**src/rtl/cell_pos_fetch_pkg.sv**
```systemverilog
// Shared constants for the cell position fetch path.
// Holds the cell-memory read latency, the output FIFO depth and the
// sweep FSM state encoding used by cell_pos_fetch.
package cell_pos_fetch_pkg;

  // Cycles from a cell-memory read enable to valid read data.
  localparam int POS_RD_LATENCY = 2;

  // Depth of the per-cell output FIFO.
  localparam int POS_FIFO_DEPTH = 4;

  typedef enum logic [2:0] {
    IDLE     = 3'd0,
    RD_CNT   = 3'd1,
    WAIT_CNT = 3'd2,
    STREAM   = 3'd3,
    DRAIN    = 3'd4,
    FINISH   = 3'd5
  } pf_state_t;

endpackage

```
**src/rtl/pos_fetch_fifo.sv**
```systemverilog
// Small synchronous FIFO used to buffer fetched particle positions.
// Ports:
//   clk, rst   : clock and synchronous active-high reset (pointers/count only)
//   push/wdata : write strobe and data
//   pop/rdata  : read strobe and head-of-queue data (first-word fall-through)
//   empty      : no entries stored
//   count      : current occupancy, 0..DEPTH
module pos_fetch_fifo #(
  parameter int WIDTH = 8,
  parameter int DEPTH = 4
) (
  input  logic                         clk,
  input  logic                         rst,
  input  logic                         push,
  input  logic [WIDTH-1:0]             wdata,
  input  logic                         pop,
  output logic [WIDTH-1:0]             rdata,
  output logic                         empty,
  output logic [$clog2(DEPTH+1)-1:0]   count
);

  localparam int PTR_W = (DEPTH > 1) ? $clog2(DEPTH) : 1;
  localparam int CNT_W = $clog2(DEPTH + 1);

  logic [WIDTH-1:0] store [DEPTH];
  logic [PTR_W-1:0] wr_ptr;
  logic [PTR_W-1:0] rd_ptr;
  logic             do_push;
  logic             do_pop;

  function automatic logic [PTR_W-1:0] ptr_inc(input logic [PTR_W-1:0] p);
    return (p == PTR_W'(DEPTH - 1)) ? '0 : p + PTR_W'(1);
  endfunction

  assign empty   = (count == '0);
  assign do_pop  = pop && !empty;
  // A full FIFO still accepts a write when the head leaves in the same cycle.
  assign do_push = push && ((count != CNT_W'(DEPTH)) || do_pop);
  assign rdata   = store[rd_ptr];

  always_ff @(posedge clk) begin
    if (rst) begin
      wr_ptr <= '0;
      rd_ptr <= '0;
      count  <= '0;
    end else begin
      if (do_push) wr_ptr <= ptr_inc(wr_ptr);
      if (do_pop)  rd_ptr <= ptr_inc(rd_ptr);
      case ({do_push, do_pop})
        2'b10:   count <= count + CNT_W'(1);
        2'b01:   count <= count - CNT_W'(1);
        default: count <= count;
      endcase
    end
  end

  always_ff @(posedge clk) begin
    if (do_push) store[wr_ptr] <= wdata;
  end

endmodule

```
**src/rtl/cell_pos_fetch.sv**
```systemverilog
// Sweeps one cell memory: reads the particle count at address 0, then
// streams positions from addresses 1..N to a ready/valid consumer through
// a small FIFO. Reads are throttled so every returned word has a FIFO slot.
// Ports:
//   clk, rst        : clock, synchronous active-high reset
//   start           : begin a sweep (ignored while busy)
//   busy, done      : sweep in progress / one-cycle end-of-sweep pulse
//   mem_addr/rden   : cell memory read port (addr holds when rden=0)
//   mem_q           : read data, valid two cycles after the rden cycle
//   out_pos/pid/last: particle position, address (1..N), final-particle flag
//   out_valid/ready : output handshake
//   particle_count  : N as latched (after clamping)
//   count_err       : sticky, stored count exceeded capacity
module cell_pos_fetch
  import cell_pos_fetch_pkg::*;
#(
  parameter int DATA_WIDTH   = 96,
  parameter int ADDR_WIDTH   = 8,
  parameter int PARTICLE_NUM = 220
) (
  input  logic                  clk,
  input  logic                  rst,
  input  logic                  start,
  output logic                  busy,
  output logic                  done,
  output logic [ADDR_WIDTH-1:0] mem_addr,
  output logic                  mem_rden,
  input  logic [DATA_WIDTH-1:0] mem_q,
  output logic [DATA_WIDTH-1:0] out_pos,
  output logic [ADDR_WIDTH-1:0] out_pid,
  output logic                  out_valid,
  input  logic                  out_ready,
  output logic                  out_last,
  output logic [ADDR_WIDTH-1:0] particle_count,
  output logic                  count_err
);

  localparam int ENTRY_W = DATA_WIDTH + ADDR_WIDTH + 1;
  localparam int CNT_W   = $clog2(POS_FIFO_DEPTH + 1);
  localparam int OCC_W   = CNT_W + 1;
  localparam int WC_W    = $clog2(POS_RD_LATENCY + 1);
  localparam logic [ADDR_WIDTH-1:0] MAX_N     = ADDR_WIDTH'(PARTICLE_NUM - 1);
  localparam logic [WC_W-1:0]       WAIT_LAST = WC_W'(POS_RD_LATENCY - 1);

  // Returns {overflow, clamped_count}.
  function automatic logic [ADDR_WIDTH:0] clamp_count(input logic [ADDR_WIDTH-1:0] raw);
    if (raw > MAX_N) return {1'b1, MAX_N};
    return {1'b0, raw};
  endfunction

  pf_state_t             state;
  pf_state_t             state_nxt;
  logic [WC_W-1:0]       wait_cnt;
  logic [ADDR_WIDTH-1:0] next_pid;
  logic [ADDR_WIDTH-1:0] addr_hold;
  logic [ADDR_WIDTH:0]   cnt_clamped;
  logic                  rd_issue;
  logic                  data_issue;
  logic [ADDR_WIDTH-1:0] rd_addr;
  logic [OCC_W-1:0]      occupancy;
  logic                  slot_free;

  logic                  vld_p0, vld_p1;
  logic [ADDR_WIDTH-1:0] pid_p0, pid_p1;
  logic                  last_p0, last_p1;

  logic                  fifo_push;
  logic                  fifo_pop;
  logic                  fifo_empty;
  logic [CNT_W-1:0]      fifo_count;
  logic [ENTRY_W-1:0]    fifo_wdata;
  logic [ENTRY_W-1:0]    fifo_rdata;

  assign cnt_clamped = clamp_count(mem_q[ADDR_WIDTH-1:0]);

  // Words already buffered plus words still coming back from memory; a new
  // read only goes out if all of them together still fit in the FIFO.
  assign occupancy = OCC_W'(fifo_count) + OCC_W'(vld_p0) + OCC_W'(vld_p1);
  assign slot_free = (occupancy < OCC_W'(POS_FIFO_DEPTH));

  always_comb begin
    state_nxt  = state;
    rd_issue   = 1'b0;
    data_issue = 1'b0;
    rd_addr    = next_pid;
    case (state)
      IDLE: begin
        if (start) state_nxt = RD_CNT;
      end
      RD_CNT: begin
        rd_issue  = 1'b1;
        rd_addr   = '0;
        state_nxt = WAIT_CNT;
      end
      WAIT_CNT: begin
        if (wait_cnt == WAIT_LAST)
          state_nxt = (cnt_clamped[ADDR_WIDTH-1:0] == '0) ? FINISH : STREAM;
      end
      STREAM: begin
        if (slot_free) begin
          rd_issue   = 1'b1;
          data_issue = 1'b1;
          if (next_pid == particle_count) state_nxt = DRAIN;
        end
      end
      DRAIN: begin
        if (!vld_p0 && !vld_p1 && fifo_empty) state_nxt = FINISH;
      end
      FINISH: begin
        state_nxt = IDLE;
      end
      default: state_nxt = IDLE;
    endcase
  end

  always_ff @(posedge clk) begin
    if (rst) begin
      state          <= IDLE;
      wait_cnt       <= '0;
      next_pid       <= '0;
      addr_hold      <= '0;
      particle_count <= '0;
      count_err      <= 1'b0;
      vld_p0         <= 1'b0;
      vld_p1         <= 1'b0;
    end else begin
      state <= state_nxt;
      if (state == RD_CNT) wait_cnt <= '0;
      else if (state == WAIT_CNT) wait_cnt <= wait_cnt + WC_W'(1);
      if (state == WAIT_CNT && wait_cnt == WAIT_LAST) begin
        particle_count <= cnt_clamped[ADDR_WIDTH-1:0];
        count_err      <= count_err | cnt_clamped[ADDR_WIDTH];
        next_pid       <= ADDR_WIDTH'(1);
      end else if (data_issue) begin
        next_pid <= next_pid + ADDR_WIDTH'(1);
      end
      if (rd_issue) addr_hold <= rd_addr;
      vld_p0 <= data_issue;
      vld_p1 <= vld_p0;
    end
  end

  // Stage p0: read issued, memory latching the address
  // Stage p1: memory output register; mem_q is valid in this stage
  always_ff @(posedge clk) begin
    pid_p0  <= rd_addr;
    last_p0 <= (rd_addr == particle_count);
    pid_p1  <= pid_p0;
    last_p1 <= last_p0;
  end

  assign mem_rden = rd_issue;
  assign mem_addr = rd_issue ? rd_addr : addr_hold;
  assign busy     = (state != IDLE);
  assign done     = (state == FINISH);

  assign fifo_push  = vld_p1;
  assign fifo_wdata = {last_p1, pid_p1, mem_q};
  assign fifo_pop   = out_valid && out_ready;

  pos_fetch_fifo #(
    .WIDTH (ENTRY_W),
    .DEPTH (POS_FIFO_DEPTH)
  ) u_fifo (
    .clk   (clk),
    .rst   (rst),
    .push  (fifo_push),
    .wdata (fifo_wdata),
    .pop   (fifo_pop),
    .rdata (fifo_rdata),
    .empty (fifo_empty),
    .count (fifo_count)
  );

  // Stage out: FIFO head drives the consumer; zeroed while nothing is held
  assign out_valid = !fifo_empty;
  assign out_pos   = out_valid ? fifo_rdata[DATA_WIDTH-1:0] : '0;
  assign out_pid   = out_valid ? fifo_rdata[DATA_WIDTH +: ADDR_WIDTH] : '0;
  assign out_last  = out_valid ? fifo_rdata[ENTRY_W-1] : 1'b0;

endmodule

```
**config.mk**
```make
export PLATFORM = sky130hd
export DESIGN_NAME = cell_pos_fetch
export DESIGN_NICKNAME = d
export VERILOG_FILES = /design/src/rtl/cell_pos_fetch_pkg.sv /design/src/rtl/pos_fetch_fifo.sv /design/src/rtl/cell_pos_fetch.sv
export SDC_FILE = /design/constraint.sdc
export NUM_CORES = 1
export LEC_CHECK = 0
export CAP_MARGIN = 20
export CELL_PAD_IN_SITES_DETAIL_PLACEMENT = 1
export CELL_PAD_IN_SITES_GLOBAL_PLACEMENT = 1
export CORE_ASPECT_RATIO = 1.1
export CORE_MARGIN = 2
export CORE_UTILIZATION = 48
export CTS_CLUSTER_SIZE = 28
export DETAILED_ROUTE_END_ITERATION = 8
export GPL_TIMING_DRIVEN = 0
export PLACE_DENSITY_LB_ADDON = 0.1
export SLEW_MARGIN = 20
export SYNTH_ARGS = -nofsm -noshare
export SYNTH_HDL_FRONTEND = slang
export SYNTH_SLANG_ARGS = --single-unit
```
**constraint.sdc**
```tcl
create_clock -name clk -period 4.9 [get_ports clk]
set_input_delay 0.735 -clock clk [delete_from_list [all_inputs] [get_ports clk]]
set_output_delay 0.735 -clock clk [all_outputs]
set_load 0.02 [all_outputs]
```
# After elaboration in Yosys (flattened, before gate mapping)
# Memories as Yosys holds them, arrays and structs flattened. A register that Yosys moved wholly into a read port is not among the register bits.
# Index checks and enable logic that the tools add are counted.
classes:
  shifts: 0
  n_reduce_logical: 19
  n_lt_le_gt_ge: 2
  n_mul: 0
  n_eq_ne: 18
  muxes: 27
  div_mod_pow: 0
  bitwise: 1
  add_sub_neg: 8
ops:
  columns: ["cell", "n"]
  rows:
  - ["two-way mux 96 bit", 1]
  - ["two-way mux 8 bit", 3]
  - ["two-way mux 3 bit", 6]
  - ["two-way mux 9 bit", 2]
  - ["== test 8 bit", 2]
  - ["case mux 3 bit (5 select lines)", 1]
  - ["inequality test 2 bit (second input constant)", 5]
  - ["adder 8 x 1 -> 8 bit (second input constant)", 1]
  - ["> comparator 8 bit (second input constant)", 1]
  - ["zero test 8 bit", 1]
  - ["two-way mux 1 bit", 8]
  - ["two-way mux 2 bit", 4]
  - ["adder 2 x 1 -> 2 bit (second input constant)", 3]
  - ["== test 2 bit (second input constant)", 3]
  - ["== test 3 x 2 -> 1 bit (second input constant)", 2]
  - ["== test 3 bit (second input constant)", 2]
  - ["logical AND 1 bit", 6]
  - ["zero test 3 bit", 2]
  - ["case mux 3 bit (2 select lines)", 1]
  - ["AND reduction 5 bit", 1]
  - ["adder 3 x 1 -> 4 bit", 1]
  - ["adder 4 x 1 -> 4 bit", 1]
  - ["== test 2 x 1 -> 1 bit (second input constant)", 2]
  - ["less-than comparator 4 x 3 -> 1 bit (second input constant)", 1]
  - ["other kinds (11)", 15]
word_totals:
  register_bits: 57
  mem_bits_ro: 0
  mem_bits_rw: 420
  output_inout_bits: 126
  memories: 1
  elab_cells: 92
  latch_bits: 0
  input_bits: 100
memory_table:
  columns: ["memory", "depth", "word_bits", "read_ports", "rd_ports_with_merged_regs", "wr", "line", "rtl"]
  rows:
  - ["u_fifo.store", 4, 105, 1, 1, 1, "pos_fetch_fifo.sv:25", "logic [WIDTH-1:0] store [DEPTH];"]

# Logic depth before layout (Yosys ltp)
# Gate-level depths: netlist of the first run.
depth:
  word_depth: 8
  ltp_mapped: 11
  ltp_nobuf: 9

# Modules after synthesis
# A second synthesis of the first run with hierarchy kept.
unflattened:
  cells_unflattened: 966
  area_unflattened_um2: 18544.0
modules_own_cells:
  columns: ["module", "area_per_inst_um2", "cells_each", "seq_area_each_um2", "n_inst"]
  rows:
  - ["pos_fetch_fifo", 15602.5, 606, 12792.3, 1]
  - ["cell_pos_fetch", 2941.6, 360, 1001.0, 1]

# Worst setup path after synthesis of the first run
# No wires, ideal clock.
synth_path:
  path_kind: "input-to-reg"
  from: "input out_ready"
  to: "memory u_fifo.store[0][0] (netlist bit), enable pin"
  setup_ns: 0.476
  stages: 2
  required_ns: 4.424
  path_buffers: 0
  t_arrival_ns: 3.396
  setup_slack_ns: 1.027
  path_cell_list: "o41a_1 > and2_1"
synth_between:
  elab_chain_cells: 6
synth_rtl:
  columns: ["element", "line", "rtl"]
  rows:
  - ["from (decl)", "cell_pos_fetch.sv:32", "input logic out_ready,"]
  - ["logical AND 1 bit", "cell_pos_fetch.sv:159", "assign fifo_pop = out_valid && out_ready;"]
  - ["logical AND 1 bit", "pos_fetch_fifo.sv:36", "assign do_pop = pop && !empty;"]
  - ["logical OR 1 bit", "pos_fetch_fifo.sv:38", "assign do_push = push && ((count != CNT_W'(DEPTH)) || do_pop);"]
  - ["logical AND 1 bit", "pos_fetch_fifo.sv:38", null]
  - ["two-way mux 1 bit", "pos_fetch_fifo.sv:58", "if (do_push) store[wr_ptr] <= wdata;"]
  - ["two-way mux 1 bit (implied by the code)", "pos_fetch_fifo.sv:58", null]
  - ["to (decl)", "pos_fetch_fifo.sv:25", null]
# Every way passes these cells.

==> metrics.yaml, run 1 <==
grt:
  gr-total-overflow: 0
  grt_pass1_wl_um: 61500
  antenna_found_initial: 2
  grt_max_degree: 42
  grt_pass1_vias: 10308
  grt_use_total: 0.203
floorplanning:
  die_h_um: 210
  fp-row-count: 75
  initial_core_util: 0.486
  io_pins: 226
  die_w_um: 191
  core-area_mm2: 0.0380
  dieArea_mm2: 0.0401
logic_synthesis:
  synth_seq_cells: 479
  synth_top_cell_area_share: 0.683
  synth_nets: 1066
  yosysWarnings: 0
  synth_commonest_cells: "edfxtp_1 (420), and2_1 (111), mux4_2 (105)"
  yosysMostFrequentCell: "edfxtp_1"
  synth_cells: 956
  avgSynthCellArea_um2: 19.3
  ys_seq_area_frac: 0.747
  syn_area_mm2: 0.0185
  yosys.area.top_type: "edfxtp_1"
  synth_cell_types: 49
  synthTopCellsByArea: "edfxtp_1 (68%), mux4_2 (13%), dfxtp_1 (6.4%)"
  async_flop_share: 0
  synth_edf_count: 420
  ys.flop_type: "edfxtp_1"
final_layout:
  postLayoutCellArea_mm2: 0.0231
  finish.utilization: 0.607
  area_growth_pct: 24.8
  layout-drive-gt1-share: 0.175
  fillers: 3348
  nets: 1350
  stdcell_count: 1779
detailed_routing:
  avgRoutedWirePerCell_um: 22.5
  viasPerCell: 5.45
  dr.pass1.iters: 5
  drt_first_iter_violations: 528
  drt_wl_total_um: 40000
  ant_nets: 0
  vias: 9696
  drc: 0
sta:
  finalSetupViolCount: 0
  fin_crit_sh: 0.789
  period_needed_ns: 3.87
  tightest_slew_ns: 0.680
  fmax_mhz: 259
  fin_worst_skew_ns: 0.0153
  relSlewSlack: 0.547
  rsz0062_at_grt: "false"
  drv_slew: 0
  hold_viol: 0
  setup-tns-final_ns: 0
placement:
  portBuffers: 224
  gp_congestion: 0.765
  placed_cells: 1688
  placed_cell_area_mm2: 0.0216
  dp_hpwl_um: 25100
pwr:
  p_per_area_mw_per_mm2: 358
  intPower_mw: 6.61
  sequentialPowerShare: 0.540
  clock_power_share: 0.421
  switching_share: 0.199
  p_total_mw: 8.25
  vdd_drop_max_mv: 0.275
  p_leak_nw: 7.35
  pwr-share-comb: 0.039
  switchingPower_mw: 1.64
clocking:
  post-cts-setup-buffers: 0
  cts.clk_slew.worst_paths_ns: 0.06
  clock_sinks: 479
  cts_buffers: 50
  clk_latency_ns: 0.55
  cts_max_level: 2
  tritoncts: "done"
  ctsHoldBuffers: 0
  cts-root-buf: "clkbuf_16"
  ctsResizeCount: 0
  ctsLongestPathBuffers: 3
setup_path:
  critical_path_arrival_ns: 3.13
  cp_max_fo: 10
  end_kind: "primary output"
  path_class: "flop to primary output"
  start_kind: "flop"
  critPathRequiredTime_ns: 4.16
job:
  drv_cap: 0
hold_path:
  hp-class: "flop to flop"
status:
  status: "complete, no violations"
critical path, cell delays in order (launching register included):
cell	delay [ns]
dfxtp_1	0.30
buf_2	0.21
buf_2	0.35
clkbuf_1	0.56
mux4_2	0.42
and2_1	0.18
clkdlybuf4s50_1	0.55
path summary, 6_finish.rpt:
check,from,end,slack [ns],depth (start not counted)
setup / recovery,flop,out_pos[86],1.03,6
hold / removal,pid_p0[0],pid_p1[0],0.33,0
setup reg to reg,u_fifo.count[2],u_fifo.count[2],2.29,9
hold reg to reg,pid_p0[0],pid_p1[0],0.33,0
per-stage QoR:
step / hold slack, ns / setup WS [ns]
final: 0.327 / 1.03
after global routing: 0.333 / 0.898
after CTS: 0.327 / 0.964
after detailed placement: 0.313 / 1.59
after global placement: 0.310 / -1.75
after floorplan: 0.310 / 1.03
sequential cells by signal (all words and copies together), names as in the netlist, 3 cells and up, named ones only:
register        flops
addr_hold           8
next_pid            8
pid_p0              8
particle_count      8
u_fifo.count        3
u_fifo.store      420
state               3
pid_p1              8
kinds of logic (layout without fill, tap and decap cells):
kind of cell	Yosys count	count (layout)	share of synthesized area
flip-flops	479	479	0.747
AND/OR/NAND/NOR	220	220	0.0678
multiplexers	115	115	0.133
buffers and inverters	69	390	0.0172
AO/OA/AOI/OAI	50	50	0.0215
XOR/XNOR	13	13	0.00616
adder cells (fa/ha/maj)	10	10	0.00718
other	0	2	0
power by group through the flow:
stage | clock, mW | combinational [mW] | sequential (mW)
2_1_floorplan | 0 | 0.130 | 4.54
3_3_place_gp | 0 | 0.315 | 4.54
3_5_place_dp | 0 | 0.324 | 4.54
4_1_cts | 3.55 | 0.326 | 4.45
5_1_grt | 3.70 | 0.349 | 4.45
6_report | 3.48 | 0.322 | 4.45
metal layers:
| layer | track usage | wire length (um) |
|---|---|---|
| met1 | 0.280 | 17000 |
| met2 | 0.339 | 20400 |
| met3 | 0.0288 | 1680 |
| met4 | 0.0580 | 966 |
| met5 | 0 | 0 |
placed cells by master, fill, tap and decap left out, types with 13 or more instances in the layout:
cell,count
clkbuf_1,46
dfxtp_1,59
clkbuf_16,51
clkdlybuf4s50_1,224
nand2_1,16
buf_2,20
mux4_2,105
nor2_1,42
and2_1,107
a21oi_1,17
edfxtp_1,420
inv_1,13
layout make-up:
| type | instances | area, um2 | area share |
|---|---|---|---|
| Timing Repair Buffer | 232 | 2450 | 0.106 |
| Sequential cell | 479 | 13800 | 0.598 |
| Inverter | 15 | 56.3 | 0.00244 |
| Antenna cell | 2 | 5.00 | 0.000217 |
| Clock buffer | 73 | 1390 | 0.0602 |
| Tap cell | 500 | 626 | 0.0271 |
| Multi-Input combinational cell | 408 | 4370 | 0.190 |
| Clock inverter | 16 | 101 | 0.00440 |
| Buffer | 54 | 262 | 0.0113 |
Power figures use the tool's default switching activity.
==> run 2: changes to the inputs <==
- CORE_UTILIZATION: 48 -> 43
- clock period: 4.9 -> 3.1 ns (I/O delays scaled with it)
==> metrics.yaml, run 2 (synthesis gave the netlist of run 1 again) <==
floorplanning:
  die_w_um: 202
  core-area_mm2: 0.0423
  dieArea_mm2: 0.0446
  initial_core_util: 0.437
  die_h_um: 221
  fp-row-count: 79
  io_pins: 226
pwr:
  switching_share: 0.199
  vdd_drop_max_mv: 0.399
  sequentialPowerShare: 0.532
  intPower_mw: 10.6
  p_leak_nw: 8.03
  p_per_area_mw_per_mm2: 565
  pwr-share-comb: 0.039
  clock_power_share: 0.429
  switchingPower_mw: 2.63
final_layout:
  largest_register: "u_fifo.store"
  seq_area_mm2: 0.0138
  layout_common_cells: "edfxtp_1 (420), clkdlybuf4s50_1 (146), and2_1 (107)"
  layout_commonest_cell: "edfxtp_1"
  finish.utilization: 0.553
  diodes: 0
  largest_register_ffs: 420
  area_growth_pct: 26.7
  stdcell_count: 1850
  multiInputGateArea_mm2: 0.00445
  fillers: 3923
  nets: 1358
  layout-drive-gt1-share: 0.206
  postLayoutCellArea_mm2: 0.0234
placement:
  placed_cells: 1758
  gp_congestion: 0.756
  placed_cell_area_mm2: 0.0217
  portBuffers: 224
  dp_hpwl_um: 26200
detailed_routing:
  avgRoutedWirePerCell_um: 22.2
  route.met3.wl_um: 2080
  dr_wl_met2_um: 20300
  drt_wl_total_um: 41000
  drt_first_iter_violations: 448
  dr.pass1.iters: 4
  vias: 9550
  ant_nets: 0
  drt-met1-wl_um: 17800
  drc: 0
  top_layer_used: "met5"
  viasPerCell: 5.16
grt:
  grt_use_total: 0.188
  grt_pass1_vias: 10487
  gr-total-overflow: 0
  antenna_found_initial: 2
  grt_max_degree: 43
  grt_pass1_wl_um: 63600
sta:
  rsz0062_at_grt: "true"
  fin_worst_skew_ns: 0.0166
  tightest_slew_ns: 0.626
  finalSetupViolCount: 0
  relSlewSlack: 0.583
  fmax_mhz: 334
  hold_viol: 0
  fin_crit_sh: 0.966
  drv_slew: 0
  period_needed_ns: 3.00
setup_path:
  critical_path_arrival_ns: 2.53
  path_buf_inv: 3
  start_kind: "flop"
  path_class: "flop to primary output"
  end_kind: "primary output"
  critPathRequiredTime_ns: 2.63
  cp_max_fo: 6
  slowest_stage: "dfxtp_1"
  max_stage_delay_ns: 0.32
  critPathTopFamily: "compound AO/OA/AOI/OAI gates"
  cp_cell_sequence: "ha_1 > a21o_4 > a211oi_4 > buf_6 > buf_4 > mux2i_2 > nor2_1 > clkbuf_2"
clocking:
  cts_buffers: 49
  clock_sinks: 479
  ctsHoldBuffers: 0
  cts-root-buf: "clkbuf_16"
  tritoncts: "done"
  clk_latency_ns: 0.57
  ctsLongestPathBuffers: 3
  cts_max_level: 2
  cts.clk_slew.worst_paths_ns: 0.06
status:
  status: "complete, no violations"
job:
  drv_cap: 0
hold_path:
  hp-class: "input pin to flop"
run 2: per-stage QoR:
stage	hold slack [ns]	power [mW]	TNS, ns	worst slack [ns]
after floorplan	0.310	7.38	0	0.560
after global placement	0.311	7.68	-515.11	-1.25
after detailed placement	0.313	7.69	-0.238	-0.0422
after CTS	0.229	13.4	-1.13	-0.0752
after global routing	0.285	13.7	-0.0241	-0.0175
final	0.280	13.2	0	0.104
run 2: final timing paths:
| path | from | endpoint | slack, ns | cells after the start |
|---|---|---|---|---|
| setup / recovery | fifo_push | mem_addr[4] | 0.10 | 8 |
| hold / removal | rst | fifo_push | 0.28 | 2 |
| setup reg to reg | u_fifo.count[2] | u_fifo.count[2] | 0.69 | 9 |
| hold reg to reg | pid_p0[1] | pid_p1[1] | 0.33 | 0 |
run 2: timing repair:
| item | in CTS | in global routing |
|---|---|---|
| pin swaps | 1 | 0 |
| setup endpoints to repair | 115 | 53 |
| setup buffers | 3 | 3 |
| resized for setup | 127 | 49 |
run 2: power by group through the flow:
stage	Clock [mW]	Sequential, mW	Combinational [mW]
final	5.68	7.04	0.518
after global routing	6.07	7.04	0.563
after CTS	5.84	7.04	0.520
after detailed placement	0	7.18	0.518
after global placement	0	7.18	0.504
after floorplan	0	7.18	0.205
run 2: area by class of cell:
cell class,count,share of cell area
multi-input cells,408,0.190
well taps,567,0.0303
clock buffers,62,0.0549
clock inverters,24,0.0100
flip-flops and latches,479,0.589
inverters,15,0.00241
plain buffers,54,0.0181
repair buffers,241,0.105
run 2: layer usage:
| metal | vias to the layer above | global-route usage |
|---|---|---|
| met2 | 225 | 0.316 |
| li1 | 4337 | - |
| met5 | - | 0 |
| met1 | 4929 | 0.247 |
| met4 | 4 | 0.0486 |
| met3 | 55 | 0.0421 |
